`src/rtl/seq_chk_pkg.sv`:
```
// Shared constants and types for the lagged-Fibonacci recurrence checker.
// Recurrence a(n) = a(n-1) + a(n-LAG), generator seed is SEED[0..LAG-1].
package seq_chk_pkg;

    localparam int LAG       = 5;
    localparam int DEFAULT_W = 64;

    localparam logic [2:0] SEED [0:LAG-1] = '{3'd0, 3'd1, 3'd1, 3'd1, 3'd2};

    typedef enum logic [1:0] {
        PRIME = 2'd0,
        CHECK = 2'd1,
        FAULT = 2'd2
    } state_t;

endpackage

```
`src/rtl/seq_recurrence_checker_hist.sv`:
```
// LAG-deep term history for the recurrence checker; slot LAG-1 is newest.
// Reload clears every slot so the restart term 0 sits in the newest position.
module seq_hist_shift
    import seq_chk_pkg::*;
#(
    parameter int W = DEFAULT_W
) (
    input  logic         clk,
    input  logic         reset,
    input  logic         i_clear,
    input  logic         i_shift,
    input  logic         i_reload,
    input  logic [W-1:0] i_term,
    output logic [W-1:0] o_h0,
    output logic [W-1:0] o_h4
);

    logic [W-1:0] r_hist [0:LAG-1];

    always_ff @(posedge clk or posedge reset) begin
        if (reset) begin
            for (int i = 0; i < LAG; i++) r_hist[i] <= '0;
        end else if (i_clear || i_reload) begin
            for (int i = 0; i < LAG; i++) r_hist[i] <= '0;
        end else if (i_shift) begin
            for (int i = 0; i < LAG - 1; i++) r_hist[i] <= r_hist[i + 1];
            r_hist[LAG-1] <= i_term;
        end
    end

    assign o_h0 = r_hist[0];
    assign o_h4 = r_hist[LAG-1];

endmodule

```
`config.mk`:
```
export PLATFORM = sky130hd
export DESIGN_NAME = seq_hist_shift
export DESIGN_NICKNAME = d
export VERILOG_FILES = /design/src/rtl/seq_chk_pkg.sv /design/src/rtl/seq_recurrence_checker_hist.sv
export SDC_FILE = /design/constraint.sdc
export NUM_CORES = 1
export LEC_CHECK = 0
export CELL_PAD_IN_SITES_DETAIL_PLACEMENT = 1
export CELL_PAD_IN_SITES_GLOBAL_PLACEMENT = 2
export CORE_MARGIN = 2
export CORE_UTILIZATION = 37
export DETAILED_ROUTE_END_ITERATION = 10
export HOLD_SLACK_MARGIN = 0.12
export PLACE_DENSITY_LB_ADDON = 0.1
export RECOVER_POWER = 50
export SKIP_LAST_GASP = 1
export SLEW_MARGIN = 20
export SYNTH_ARGS = -nofsm -noshare
export SYNTH_HDL_FRONTEND = slang
export SYNTH_SLANG_ARGS = --single-unit
```
`constraint.sdc`:
```
create_clock -name clk -period 12.74 [get_ports clk]
set_input_delay 2.548 -clock clk [delete_from_list [all_inputs] [get_ports clk]]
set_output_delay 2.548 -clock clk [all_outputs]
set_load 0.005 [all_outputs]
```
==> results.json, run 1 <==
{
  "clock_latency_ps": 510,
  "final.period_utilization_pct": 56.2,
  "cts_hold_buf": 0,
  "synth_nets": 1231,
  "viasPerCell": 4.53,
  "clock_skew_ps": 7.62,
  "finalInstanceArea_sq_um": 16400,
  "synth_top_area_cell": "dfrtp_1",
  "seq_area_sq_um": 8010,
  "grt_first_pass_wirelength_microns": 45600,
  "dieArea_sq_um": 40200,
  "slew_violations": 167,
  "grt_usage_pct": 13.7,
  "cp-start-kind": "primary input",
  "n_antenna_cell": 0,
  "multi_input_area_sq_um": 4410,
  "fmax_mhz": 140,
  "via_count": 7925,
  "start_util_pct": 37.3,
  "synth_commonest_cells": "320 x dfrtp_1, 320 x mux2i_1, 320 x nor2_1, 128 x buf_4, 34 x buf_6",
  "critPathBufInv": 4,
  "post-place-ws_ps": 7160,
  "crit_chain": "dlygate4sd3_1 -> clkinvlp_2 -> buf_4 -> buf_4",
  "outcome": "finished, violations left",
  "dr.pass1.iters": 4,
  "cts_setup_buffers": 0,
  "first_iter_violations": 342,
  "fin_ws_ps": 5580,
  "fin_setup_tns_ps": 0,
  "wirelength_microns": 27300,
  "crit_family": "buffers and inverters",
  "violations": "max-capacitance violations, max-slew violations",
  "power.leakage_nw": 8.31,
  "root_buffer": "clkbuf_16",
  "cts_tree": "done",
  "dp_hpwl_microns": 16100,
  "cts_max_level": 2,
  "coreArea_sq_um": 38400,
  "postSynthCellCount": 1162,
  "boundaryPins": 197,
  "finalSetupViolCount": 0,
  "placed_area_sq_um": 15100,
  "antenna_left": 0,
  "syn-cell-area_sq_um": 14300,
  "avgSynthCellArea_sq_um": 12.3,
  "fin_nets": 1275,
  "die-height_microns": 201,
  "grt_pass1_vias": 8392,
  "synth.distinct_cells": 11,
  "synthToLayoutAreaGrowth_pct": 14.4,
  "antenna_found_initial": 0,
  "cp-end-kind": "async pin",
  "fp-row-count": 72,
  "drive_above_1_share_pct": 5.19,
  "critical_path_arrival_ps": 7690,
  "pwr_density_cell_nw_per_um2": 135,
  "ir_worst_vdd_v": 0.0000722,
  "cts.sinks": 320,
  "finalWeightedCongestion": 0.670,
  "drc": 0,
  "wl_per_cell_microns": 15.6,
  "crit_type": "primary input to async pin",
  "synth-seq-area-share_pct": 56.0,
  "instances_no_fill": 1751,
  "dp.cells": 1684,
  "yosys_most_used_dff": "dfrtp_1",
  "yosys_warnings": 0,
  "fp.dieW_microns": 201,
  "clockBufferDepth": 3,
  "grt-ovfl-total": 0,
  "grt_max_degree": 193,
  "hold_viol_final": 0,
  "nFillCells": 4079,
  "post_cts_resized": 0,
  "synth-seq-cells": 320,
  "max_stage_delay_ps": 2580,
  "async_flop_share_pct": 100,
  "hold_class": "flip-flop to flip-flop",
  "cts_made_buffers": 38,
  "maxSlewHeadroom_pct": -213,
  "clk_pin_slew_ps": 50,
  "layout_min_cycle_time_ps": 7160,
  "numPortBuffers": 196,
  "tightest_slew_ps": 4670,
  "hold_slack_ps": 511,
  "synthTopCellsByArea": "dfrtp_1 56%, mux2i_1 22%, nor2_1 8.4%",
  "synth_edf_count": 0,
  "yosys.area.top_type_share_pct": 56.0,
  "cpMaxStageDelayCell": "clkinvlp_2",
  "rsz0062_at_grt": "false",
  "maxCapViolCount": 2,
  "path_max_fanout": 106,
  "crit_top_cell": "buf_4",
  "required_ps": 13260
}
report_power, final:
part / internal [W] / switching [W]
clock network: 0.000644 / 0.000402
registers: 0.00103 / 0.00000718
logic: 0.0000585 / 0.0000743
sequential cells by signal (all words and copies together), names as in the netlist:
register and count:
o_h4 64, r_hist 192, o_h0 64
tightest hold or removal path, delay by kind of cell, from the launching register on:
kind | cells | cell delay (ps)
multiplexers | 1 | 60
AND/OR/NAND/NOR | 1 | 70
flip-flops | 1 | 330
final cells by class:
cell class | count | share of cell area [%]
sequential | 320 | 49.0
timing repair buffer | 204 | 12.6
clock buffer | 64 | 7.41
clock inverter | 3 | 0.0918
inverter | 1 | 0.0306
multi-input combinational | 641 | 27.0
tap | 518 | 3.96
cell families after synthesis:
| group | share of synthesized area, % |
|---|---|
| simple gates | 8.44 |
| mux | 22.4 |
| flops | 56.0 |
| buf+inv | 13.2 |
path summary, 6_finish.rpt:
| check | startpoint | endpoint | slack (ps) | cells past startpoint |
|---|---|---|---|---|
| setup / recovery | reset | r_hist[224] | 5580 | 4 |
| hold / removal | o_h0[41] | o_h0[41] | 510 | 2 |
| setup reg to reg | o_h4[32] | r_hist[96] | 11850 | 2 |
| hold reg to reg | o_h0[41] | o_h0[41] | 510 | 2 |
| max in group clk | i_clear | o_h4[55] | 5610 | 5 |
| min in group asynchronous | reset | r_hist[64] | 3900 | 2 |
cells in the final DEF, fill, tap and decap left out, drive strengths merged:
| master | instances |
|---|---|
| mux2i | 320 |
| nor2 | 320 |
| dfrtp | 320 |
| dlygate4sd3 | 130 |
| clkdlybuf4s50 | 65 |
| clkbuf | 64 |
| buf | 9 |
| clkinv | 3 |
| or2 | 1 |
| clkinvlp | 1 |
metrics by stage:
stage	power [W]	utilization, %
floorplan	0.00117	-
global placement	0.00119	39.4
detailed placement	0.00119	39.4
CTS	0.00226	42.6
global route	0.00231	42.6
finish	0.00221	42.6
routing by layer:
layer  up-vias  global-route usage (%)  part of all wire, %
met3        42                    3.30                  4.8
li1       3776                       -                    -
met4         0                    3.97                  2.0
met1      3971                    19.4                   48
met5         -                       0                    0
met2       136                    20.8                   45
Note: power is estimated with default switching activity, not from simulation.
==> run 2: changes to the inputs <==
- CORE_UTILIZATION: 37 -> 34
- clock period: 12.74 -> 6.5 ns (I/O delays scaled with it)
==> run 2 against run 1 <==
The flow still finishes with violations (max-capacitance violations, max-slew violations). Clock power up 100%. Worst setup slack worse by 3200 ps. Combinational power up 100%. Sequential share of layout area down 0.31 points. Highest routed layer unchanged. First-iteration DRC count up 31%. Critical path depth unchanged.
==> results.json, run 2 (synthesis gave the netlist of run 1 again) <==
{
  "dp_hpwl_microns": 16200,
  "p_seq_share_pct": 45.9,
  "hold_viol_final": 0,
  "drive_above_1_share_pct": 5.27,
  "largest_reg_flops": 192,
  "via_count": 8041,
  "ir_worst_vdd_v": 0.000142,
  "power.internal_w": 0.00344,
  "nFillCells": 4454,
  "fp.dieW_microns": 209,
  "start_util_pct": 34.2,
  "drc": 0,
  "clockBufferDepth": 3,
  "coreArea_sq_um": 41800,
  "finalWeightedCongestion": 0.666,
  "path_max_fanout": 158,
  "combPwrFrac_pct": 6.1,
  "cts_made_buffers": 39,
  "n_antenna_cell": 0,
  "required_ps": 6880,
  "cts_tree": "done",
  "critical_path_arrival_ps": 4490,
  "grt-ovfl-total": 0,
  "cp-end-kind": "flip-flop",
  "power.share.clock_pct": 48.0,
  "cts_hold_buf": 0,
  "grt_first_pass_wirelength_microns": 46700,
  "boundaryPins": 197,
  "maxSlewHeadroom_pct": -66.4,
  "first_iter_violations": 449,
  "grt_pass1_vias": 8431,
  "finalSetupViolCount": 0,
  "violations": "max-capacitance violations, max-slew violations",
  "p_total_w": 0.00441,
  "layout_min_cycle_time_ps": 4110,
  "crit_start": "i_clear",
  "outcome": "finished, violations left",
  "seq_area_sq_um": 8010,
  "r2r-start": "o_h4[11]",
  "grt_max_degree": 159,
  "fp-row-count": 75,
  "power.leakage_nw": 7.91,
  "post_cts_resized": 0,
  "cts.sinks": 320,
  "hold_start": "r_hist[249]",
  "switching_share_pct": 22.2,
  "rsz0062_at_grt": "false",
  "most-common-layout-cells": "320 x mux2i_1, 320 x nor2_1, 320 x dfrtp_1",
  "maxCapViolCount": 1,
  "clock_latency_ps": 530,
  "cts_setup_buffers": 0,
  "multi_input_area_sq_um": 4410,
  "fin_setup_tns_ps": 0,
  "regMostFlops": "r_hist",
  "hold_class": "flip-flop to flip-flop",
  "root_buffer": "clkbuf_16",
  "antenna_left": 0,
  "dr.pass1.iters": 4,
  "cts_max_level": 2,
  "cp-start-kind": "primary input",
  "tightest_slew_ps": 2500,
  "dieArea_sq_um": 43700,
  "switchingPower_w": 0.000978,
  "crit_type": "primary input to flip-flop",
  "die-height_microns": 209,
  "viasPerCell": 4.54,
  "pwr_density_cell_nw_per_um2": 268,
  "numPortBuffers": 196,
  "final.period_utilization_pct": 63.2,
  "wl_per_cell_microns": 15.8,
  "grt_usage_pct": 13.1,
  "antenna_found_initial": 0,
  "clock_skew_ps": 13.7,
  "slew_violations": 40,
  "wirelength_microns": 28000,
  "clk_pin_slew_ps": 50,
  "fin_nets": 1276,
  "fmax_mhz": 243,
  "synthToLayoutAreaGrowth_pct": 15.1
}
-- run 2: cell types whose count changed in the layout (fill, tap and decap cells not counted), sizes merged --
cell | before | now
bufinv | 0 | 1
clkdlybuf4s50 | 65 | 193
dlygate4sd3 | 130 | 2
-- run 2: path summary, 6_finish.rpt --
path,endpoint,slack (ps),cells after the start
worst max-delay path,r_hist[241],2390,4
worst min-delay path,o_h0[57],510,2
worst max register to register,o_h4[11],5650,2
worst min register to register,o_h0[57],510,2
max in group asynchronous,o_h4[47],3590,3
min in group asynchronous,o_h4[63],1560,2
-- run 2: layout make-up --
| cell class | count | area share [%] |
|---|---|---|
| inverters | 1 | 0.0304 |
| well taps | 539 | 4.10 |
| flip-flops and latches | 320 | 48.7 |
| clock buffers | 64 | 7.37 |
| multi-input cells | 641 | 26.8 |
| repair buffers | 204 | 12.8 |
| clock inverters | 4 | 0.274 |
-- run 2: power by group through the flow --
stage | Sequential, W | Combinational (W) | Clock, W
after floorplan | 0.00205 | 0.000230 | 0
after global placement | 0.00206 | 0.000279 | 0
after detailed placement | 0.00206 | 0.000279 | 0
after CTS | 0.00202 | 0.000280 | 0.00222
after global routing | 0.00203 | 0.000298 | 0.00229
final | 0.00202 | 0.000269 | 0.00212
-- run 2: stage by stage --
step | cells | worst slack, ps | area, sq um | hold WS (ps) | utilization [%]
global route | 1773 | 1990 | 16500 | 537 | 39.4
detailed placement | 1705 | 3270 | 15200 | 511 | 36.4
finish | 1773 | 2390 | 16500 | 510 | 39.4
CTS | 1773 | 3640 | 16500 | 518 | 39.4
global placement | 1705 | 3300 | 15200 | 500 | 36.4
floorplan | 1162 | 933 | 14300 | 486 | -
-- run 2: critical path: stages --
cell,delay (ps)
dlygate4sd3_1,520
or2_0,1800
buf_12,480
nor2_1,110
-- run 2: metal layers --
| metal | up-vias | share of wire [%] | wire, microns | GRT usage [%] |
|---|---|---|---|---|
| met5 | - | 0 | 0 | 0 |
| met4 | 0 | 2.5 | 686 | 4.83 |
| met3 | 49 | 6.3 | 1770 | 4.09 |
| met2 | 143 | 44 | 12300 | 19.2 |
| met1 | 4073 | 47 | 13200 | 18.1 |
| li1 | 3776 | - | - | - |
